**src/rtl/sync_fifo_reader.sv**
```systemverilog
// rtl/sync_fifo_reader.sv - read-side master for sync_fifo: absorbs read latency, emits a valid/ready stream
// with burst-boundary marking and a delivered-word counter.
module sync_fifo_reader #(
    parameter int DATA_WIDTH  = 16,
    parameter int BURST_LEN   = 4,
    parameter int COUNT_WIDTH = 16
) (
    input  logic                   clk,
    input  logic                   reset,
    input  logic                   enable,
    input  logic                   fifo_empty,
    input  logic [DATA_WIDTH-1:0]  fifo_data_out,
    output logic                   fifo_rd_en,
    output logic                   m_valid,
    input  logic                   m_ready,
    output logic [DATA_WIDTH-1:0]  m_data,
    output logic                   m_last,
    output logic [COUNT_WIDTH-1:0] word_count,
    output logic                   busy
);

    localparam int BW = (BURST_LEN > 1) ? $clog2(BURST_LEN) : 1;
    localparam logic [BW-1:0] LAST_BEAT = BW'(BURST_LEN - 1);

    typedef enum logic [1:0] {IDLE, ACTIVE, DRAIN} state_t;

    state_t                state;
    logic [DATA_WIDTH-1:0] buf0;
    logic [DATA_WIDTH-1:0] buf1;
    logic [1:0]            occ;
    logic                  inflight;
    logic [BW-1:0]         beat;
    logic                  pop;
    logic                  cap;
    logic [1:0]            occ_post;

    assign m_valid  = (occ != 2'd0);
    assign m_data   = buf0;
    assign m_last   = m_valid && (beat == LAST_BEAT);
    assign busy     = (state != IDLE);
    assign pop      = m_valid && m_ready;
    assign cap      = inflight;
    assign occ_post = occ - {1'b0, pop};

    // Count the word already requested so the two-entry buffer can never overflow.
    assign fifo_rd_en = (state == ACTIVE) && !fifo_empty
                        && (({1'b0, occ_post} + {2'b00, inflight}) < 3'd2);

    always_ff @(posedge clk or posedge reset) begin
        if (reset) begin
            state      <= IDLE;
            buf0       <= '0;
            buf1       <= '0;
            occ        <= 2'd0;
            inflight   <= 1'b0;
            beat       <= '0;
            word_count <= '0;
        end else begin
            inflight <= fifo_rd_en;
            case ({pop, cap})
                2'b11: begin
                    if (occ == 2'd2) begin
                        buf0 <= buf1;
                        buf1 <= fifo_data_out;
                    end else begin
                        buf0 <= fifo_data_out;
                    end
                end
                2'b10: buf0 <= buf1;
                2'b01: begin
                    if (occ == 2'd0) buf0 <= fifo_data_out;
                    else             buf1 <= fifo_data_out;
                end
                default: ;
            endcase
            occ <= occ_post + {1'b0, cap};

            if (pop) begin
                word_count <= word_count + COUNT_WIDTH'(1);
                beat       <= (beat == LAST_BEAT) ? '0 : beat + BW'(1);
            end

            case (state)
                IDLE:    if (enable && !fifo_empty) state <= ACTIVE;
                ACTIVE:  if (!enable) state <= DRAIN;
                DRAIN: begin
                    if (enable)                             state <= ACTIVE;
                    else if (!inflight && occ == 2'd0)      state <= IDLE;
                end
                default: state <= IDLE;
            endcase
        end
    end

endmodule

```
**config.mk**
```make
export PLATFORM = sky130hd
export DESIGN_NAME = sync_fifo_reader
export DESIGN_NICKNAME = d
export VERILOG_FILES = /design/src/rtl/sync_fifo_reader.sv
export SDC_FILE = /design/constraint.sdc
export NUM_CORES = 1
export LEC_CHECK = 0
export BUFFER_PORTS_ARGS = -buffer_cell sky130_fd_sc_hd__buf_2
export CAP_MARGIN = 20
export CORE_MARGIN = 3
export CORE_UTILIZATION = 48
export CTS_BUF_LIST = sky130_fd_sc_hd__clkbuf_16
export DETAILED_ROUTE_END_ITERATION = 8
export HOLD_SLACK_MARGIN = 0.15
export PLACE_DENSITY = 0.74
export SLEW_MARGIN = 20
export SYNTH_ARGS = -nofsm -noshare
export SYNTH_HDL_FRONTEND = slang
export SYNTH_SLANG_ARGS = --single-unit
```
**constraint.sdc**
```tcl
create_clock -name clk -period 1.6 [get_ports clk]
set_input_delay 0.16 -clock clk [delete_from_list [all_inputs] [get_ports clk]]
set_output_delay 0.16 -clock clk [all_outputs]
set_load 0.01 [all_outputs]
```
==> metrics.md, run 1 <==
| Metric | Value |
|---|---|
| RSZ-0062 raised after global routing | `yes` |
| Max Slew Vio Count | `0` |
| Sequential area share after synthesis | `53.3%` |
| Failing checks | `setup timing` |
| Htree depth | `2` |
| Fraction of layout cells with a size suffix above 1 | `46.7%` |
| Setup crit end kind | `primary output` |
| Nets | `316` |
| Post-synthesis xor/xnor area fraction | `5.42%` |
| Max Root-Sink Buffers | `2` |
| CP Launch Type | `flop` |
| Congestion Overflow GR | `0` |
| Initial antenna violation count | `0` |
| Simple-gate share of the synthesized area | `10.8%` |
| Antenna cells | `0` |
| WP data arrival | `1860 ps` |
| DRC viols | `0` |
| Worst path max stage delay | `410 ps` |
| Synthesized area per cell | `12.3 sq um` |
| Setup slack, reg-to-reg | `-30 ps` |
| Avg WL per Cell | `15.0 microns` |
| Highest Clock Rate | `495 MHz` |
| CP max stage cell | `dfrtp_1` |
| Adder and majority gate portion of the synthesized area | `2.42%` |
| WHS Endpoint | `buf1[8]` |
| Routed vias | `1933` |
| Initial Utilization | `50.0%` |
| Gate Count Post-Synth | `210` |
| Synth-to-layout area growth | `30.1%` |
| Clock skew | `7.21 ps` |
| Power Density | `1740 nW/um^2` |
| Root Buffer | `clkbuf_16` |
| Ys flop type | `dfrtp_1` |
| Worst path cell trace | `o21ai_4 -> inv_2 -> ha_4 -> inv_2 -> ha_4 -> inv_2 -> ha_4 -> nor3b_4 -> buf_6` |
| Post-synth top area cell | `dfrtp_1` |
| Top-count cell post-synth | `dfrtp_1` |
| Ports | `57` |
| Crit share post-route | `126%` |
| Vias per cell | `5.35` |
| Vias in the first global route | `2010` |
| Worst slew pin tran | `561 ps` |
| Die Area | `6300 sq um` |
| Largest family of logic cells by synthesized area | `compound AO/OA/AOI/OAI gates` |
| Largest net degree at the start of global routing | `32` |
| Max VDD drop | `949 uV` |
| Worst rel slew slack | `62.5%` |
| Die Height | `79.4 microns` |
| Final Util | `65.0%` |
| Final wirelength | `5400 microns` |
| Number of synthesized flops with an enable pin | `0` |
| Compound-cell area share of the yosys netlist | `16.2%` |
| Synth Register Bits | `55` |
| Cell depth of the worst hold path | `2` |
| Worst hold-check path type | `in2reg` |
| Worst Path Required | `1440 ps` |
| Share of the synthesized area in the top cell type | `53.3%` |
| Yosys warns | `0` |
| Num rows | `26` |
| GPL Wtd Cong | `0.796` |
| Post-route cell area | `3360 sq um` |
| Crit Path Max Fanout | `2` |
| Critical path class | `reg2out` |
| Synthesized Nets | `236` |
| Die Wd | `79.4 microns` |
| Max_cap viols | `0` |
| Post-DRT Antenna Nets | `0` |
| Hold_sp | `fifo_data_out[8]` |
| DR iter-0 viols | `75` |
| R2r startpoint | `occ[1]` |
| TritonCTS Buffers | `5` |
| Largest cells by area after synthesis | `dfrtp_1 53%, mux2_2 7.8%, o22ai_1 5.3%, xnor2_1 5.1%, o22ai_2 4.8%` |
| Final Critical Period | `2020 ps` |
| Core area | `5170 sq um` |
| R2R cell count | `9` |
| CTS tree | `done` |
| PortBufs | `56` |
| Status | `finished with violations` |
| Most frequent cells after synthesis | `55 x dfrtp_1, 22 x o22ai_1, 21 x nand2_1, 18 x mux2_2, 15 x xnor2_1` |
| Global-route wire length before repair | `9140 microns` |
| Final setup violation count | `2` |
| Mapped Area | `2580 sq um` |
| Sink Count | `55` |
| Clk_lat worst skew | `290 ps` |
| Final HPWL DP | `3600 microns` |
| Worst R2R End | `cap` |
| Cell count after placement | `340` |
| Ys async rst share | `100%` |
| Mux share of post-synthesis cell area | `7.85%` |
| Placed cell area | `3070 sq um` |
| Worst Setup Slack, final | `-420 ps` |
| Total Routing Usage GR | `18.5%` |
| Final hold violations | `0` |
| Layout Cells excl Fill | `361` |
| Reg clk slew, reported paths | `70 ps` |
| Pre-antenna DRT Iters | `4` |
| Unique masters post-synth | `37` |
| Leak Pwr | `1.53 nW` |
==> area by class of cell <==
cell class | count | area (sq um)
clock buffers | 5 | 125
clock inverters | 3 | 16.3
fillers | 399 | 1810
inverters | 6 | 22.5
multi-input cells | 138 | 1160
flip-flops and latches | 55 | 1380
well taps | 70 | 87.6
repair buffers | 84 | 574
==> per-stage QoR <==
| step | total power [mW] | TNS [ps] | hold slack, ps | setup WS [ps] |
|---|---|---|---|---|
| after floorplan | 3.94 | -401 | 223 | -213 |
| after global placement | 4.68 | -79.1 | 233 | -79.1 |
| after detailed placement | 4.76 | -189 | 235 | -91.2 |
| after CTS | 5.88 | -411 | 152 | -411 |
| after global routing | 6.24 | -647 | 160 | -523 |
| final | 5.85 | -445 | 153 | -420 |
==> critical path, delay by kind of cell (launching register included) <==
kind	cells	cell delay [ps]
compound gates	1	160
fa+ha+maj	3	500
flops	1	410
simple gates	1	200
buf+inv	4	290
==> placed cells by master (no fill, tap or decap), types with 8 or more instances in the layout <==
master	synthesis	routed
buf_4	1	12
a21oi_1	8	8
mux2_2	18	18
dfrtp_1	55	55
xnor2_1	15	15
dlygate4sd3_1	0	12
o22ai_2	10	10
o22ai_1	22	22
nand2_1	21	21
buf_2	3	54
a21oi_2	10	10
==> cell families after synthesis <==
group                    Yosys count
AO/OA/AOI/OAI                     53
multiplexers                      18
XOR/XNOR                          16
flip-flops                        55
adder cells (fa/ha/maj)            5
AND/OR/NAND/NOR                   46
buffers and inverters             17
==> worst max path at each step <==
| stage | slack (ps) | endpoint | startpoint | cells after the start |
|---|---|---|---|---|
| 2_1_floorplan | -210 | fifo_rd_en | occ[0] | 8 |
| 3_3_place_gp | -80 | fifo_rd_en | occ[0] | 9 |
| 3_5_place_dp | -90 | fifo_rd_en | occ[0] | 9 |
| 4_1_cts | -410 | fifo_rd_en | occ[1] | 9 |
| 5_1_grt | -520 | fifo_rd_en | occ[1] | 9 |
| 6_report | -420 | fifo_rd_en | occ[1] | 9 |
==> sequential cells by signal (all words and copies together), names as in the netlist <==
signal / count
m_data: 16
state: 2
occ: 2
buf1: 16
beat: 2
word_count: 16
cap: 1
==> routing by layer <==
metal | up-vias | share of wire [%] | global-route usage (%)
met5 | - | 0 | 0
met4 | 0 | 1.7 | 6.36
met3 | 11 | 4.1 | 3.85
met2 | 49 | 50 | 32.5
met1 | 962 | 44 | 22.5
li1 | 911 | - | -
==> what timing repair did <==
item	4_1_cts	5_1_grt
endpoints found under the setup margin	19	2
gates resized for setup	3	3
hold buffers	12	0
pin swaps	2	0
hold endpoints to repair	36	0
buffers inserted	0	1
==> report_power, final <==
group          internal [mW]  switching [mW]
clock                  0.572           0.484
combinational           1.29            1.20
sequential              1.95           0.360
total                   3.81            2.04
Note: power is estimated with default switching activity, not from simulation.
==> inputs of run 2 (changes only) <==
ABC_CLOCK_PERIOD_IN_PS = 1600   (was not set)
PLACE_DENSITY = 0.75   (was 0.74)
SLEW_MARGIN = not set   (was 20)
==> metrics.md, run 2 (synthesis gave the netlist of run 1 again) <==
| Metric | Value |
|---|---|
| Pre-antenna DRT Iters | `4 (unchanged)` |
| WHS Endpoint | `buf1[11]` |
| Placed cell area | `3070 sq um (unchanged)` |
| CP max stage cell | `dfrtp_1` |
| Initial antenna violation count | `0 (unchanged)` |
| Die Wd | `79.4 microns (unchanged)` |
| Worst rel slew slack | `79.6% (+17 points)` |
| Sink Count | `55 (unchanged)` |
| Total Power | `6.00 mW (+2.6%)` |
| Fraction of layout cells with a size suffix above 1 | `47.1% (+0.36 points)` |
| Worst path cell trace | `o21ai_4 -> inv_2 -> ha_4 -> inv_2 -> ha_4 -> inv_2 -> ha_4 -> nor3b_4 -> buf_2` |
| Largest net degree at the start of global routing | `56 (+75%)` |
| Crit Path Max Fanout | `2 (unchanged)` |
| CTS tree | `done` |
| GPL Wtd Cong | `0.748 (-6.0%)` |
| Hold_sp | `fifo_data_out[11]` |
| Worst hold-check path type | `in2reg` |
| Worst path max stage delay | `410 ps (about the same)` |
| Final HPWL DP | `3510 microns (-2.5%)` |
| R2r startpoint | `occ[1]` |
| FILL cells | `388 (-2.8%)` |
| Max VDD drop | `1050 uV (+11%)` |
| Post-DRT Antenna Nets | `0 (unchanged)` |
| Total Routing Usage GR | `19.1% (+0.55 points)` |
| Final hold violations | `0 (unchanged)` |
| Critical path class | `reg2out` |
| Global-route wire length before repair | `9380 microns (+2.6%)` |
| CP top delay family | `adder cells` |
| Leak Pwr | `1.56 nW (+1.5%)` |
| Cell depth of the worst hold path | `2 (unchanged)` |
| Root Buffer | `clkbuf_16` |
| Status | `finished with violations` |
| Crit share post-route | `125% (-0.84 points)` |
| DRC viols | `0 (unchanged)` |
| TritonCTS Buffers | `5 (unchanged)` |
| Clk_lat worst skew | `290 ps (about the same)` |
| Vias in the first global route | `2050 (+2.0%)` |
| DR WL met2 | `2620 microns (-3.3%)` |
| Reg area | `1380 sq um (unchanged)` |
| Final setup violation count | `1 (-1)` |
| Htree depth | `2 (unchanged)` |
| R2R cell count | `4 (-5)` |
| Congestion Overflow GR | `0 (unchanged)` |
| Max Slew Vio Count | `0 (unchanged)` |
| Vias per cell | `5.32 (-0.65%)` |
| Worst slew pin tran | `304 ps (-257 ps)` |
| Max Root-Sink Buffers | `2 (unchanged)` |
| PortBufs | `56 (unchanged)` |
| Antenna cells | `0 (unchanged)` |
| WP data arrival | `1850 ps (about the same)` |
| Die Area | `6300 sq um (unchanged)` |
| DR top layer | `met4` |
| Clock skew | `2.66 ps (-4.56 ps)` |
| Nets | `319 (+0.95%)` |
| Failing checks | `setup timing` |
| Multi-input logic area | `1170 sq um (+0.76%)` |
| Worst Path Required | `1440 ps (about the same)` |
| Setup crit end kind | `primary output` |
| Met3 WL post-DR | `232 microns (+4.5%)` |
| Worst R2R End | `buf1[14]` |
| Setup slack, reg-to-reg | `70 ps (+100 ps)` |
| Highest Clock Rate | `498 MHz (+0.67%)` |
| Num rows | `26 (unchanged)` |
| Most frequent cells in the layout | `55 x dfrtp_1, 55 x buf_2, 21 x nand2_1, 21 x o22ai_1, 18 x mux2_2` |
| CP Buf/Inv Count | `4 (unchanged)` |
| Post-route cell area | `3410 sq um (+1.4%)` |
| RSZ-0062 raised after global routing | `yes` |
| Routed vias | `1931 (-0.10%)` |
| Ports | `57 (unchanged)` |
| Power Density | `1760 nW/um^2 (+1.1%)` |
| Routed length on met1 | `2300 microns (-3.3%)` |
| CP Launch Type | `flop` |
| Final Critical Period | `2010 ps (-13.5 ps)` |
| Avg WL per Cell | `14.5 microns (-3.4%)` |
| Die Height | `79.4 microns (unchanged)` |
| Synth-to-layout area growth | `32.0%` |
| Max_cap viols | `0 (unchanged)` |
| DR iter-0 viols | `65 (-13%)` |
| Core area | `5170 sq um (unchanged)` |
| Final wirelength | `5250 microns (-2.9%)` |
| Reg clk slew, reported paths | `70 ps (about the same)` |
| Worst Setup Slack, final | `-406 ps (+13.5 ps)` |
| Initial Utilization | `50.0% (unchanged)` |
[run 2: through the flow]
step	hold WS, ps	std cells	TNS, ps	setup slack [ps]	util, %
CTS	151	363	-411	-411	65.6
floorplan	223	210	-401	-213	-
global placement	233	340	-94.0	-78.5	59.3
global route	155	363	-489	-489	65.9
detailed placement	237	340	-304	-92.8	59.3
finish	151	363	-406	-406	65.9
[run 2: layer usage]
metal,GRT usage (%),up-vias
met1,22.7,954
met2,33.3,37
met5,0,-
met4,7.39,0
li1,-,928
met3,4.31,12
[run 2: how the worst max path moves through the flow]
stage,from,cells after the start,slack (ps),end
after floorplan,occ[0],8,-210,fifo_rd_en
after global placement,occ[0],9,-80,fifo_rd_en
after detailed placement,occ[0],9,-90,fifo_rd_en
after CTS,occ[1],9,-410,fifo_rd_en
after global routing,occ[1],9,-490,fifo_rd_en
final,occ[1],9,-410,fifo_rd_en
[run 2: where the power goes]
group	internal [mW]	total (mW)	switching, mW	leakage, nW
Clock	0.725	1.20	0.476	0.0811
Sequential	1.95	2.32	0.367	0.681
Combinational	1.30	2.49	1.19	0.795
[run 2: timing repair]
| action | 4_1_cts | 5_1_grt |
|---|---|---|
| hold buffers | 14 | 0 |
| resized for setup | 3 | 5 |
| endpoints found under the hold margin | 69 | 0 |
| pin swaps | 2 | 1 |
| setup endpoints to repair | 18 | 9 |
| setup buffers | 2 | 0 |
[run 2: layout make-up]
class / instances / area share, %
clock inverters: 2 / 0.991
repair buffers: 87 / 17.5
flip-flops and latches: 55 / 40.4
clock buffers: 5 / 3.67
multi-input cells: 138 / 34.3
inverters: 6 / 0.661
well taps: 70 / 2.57
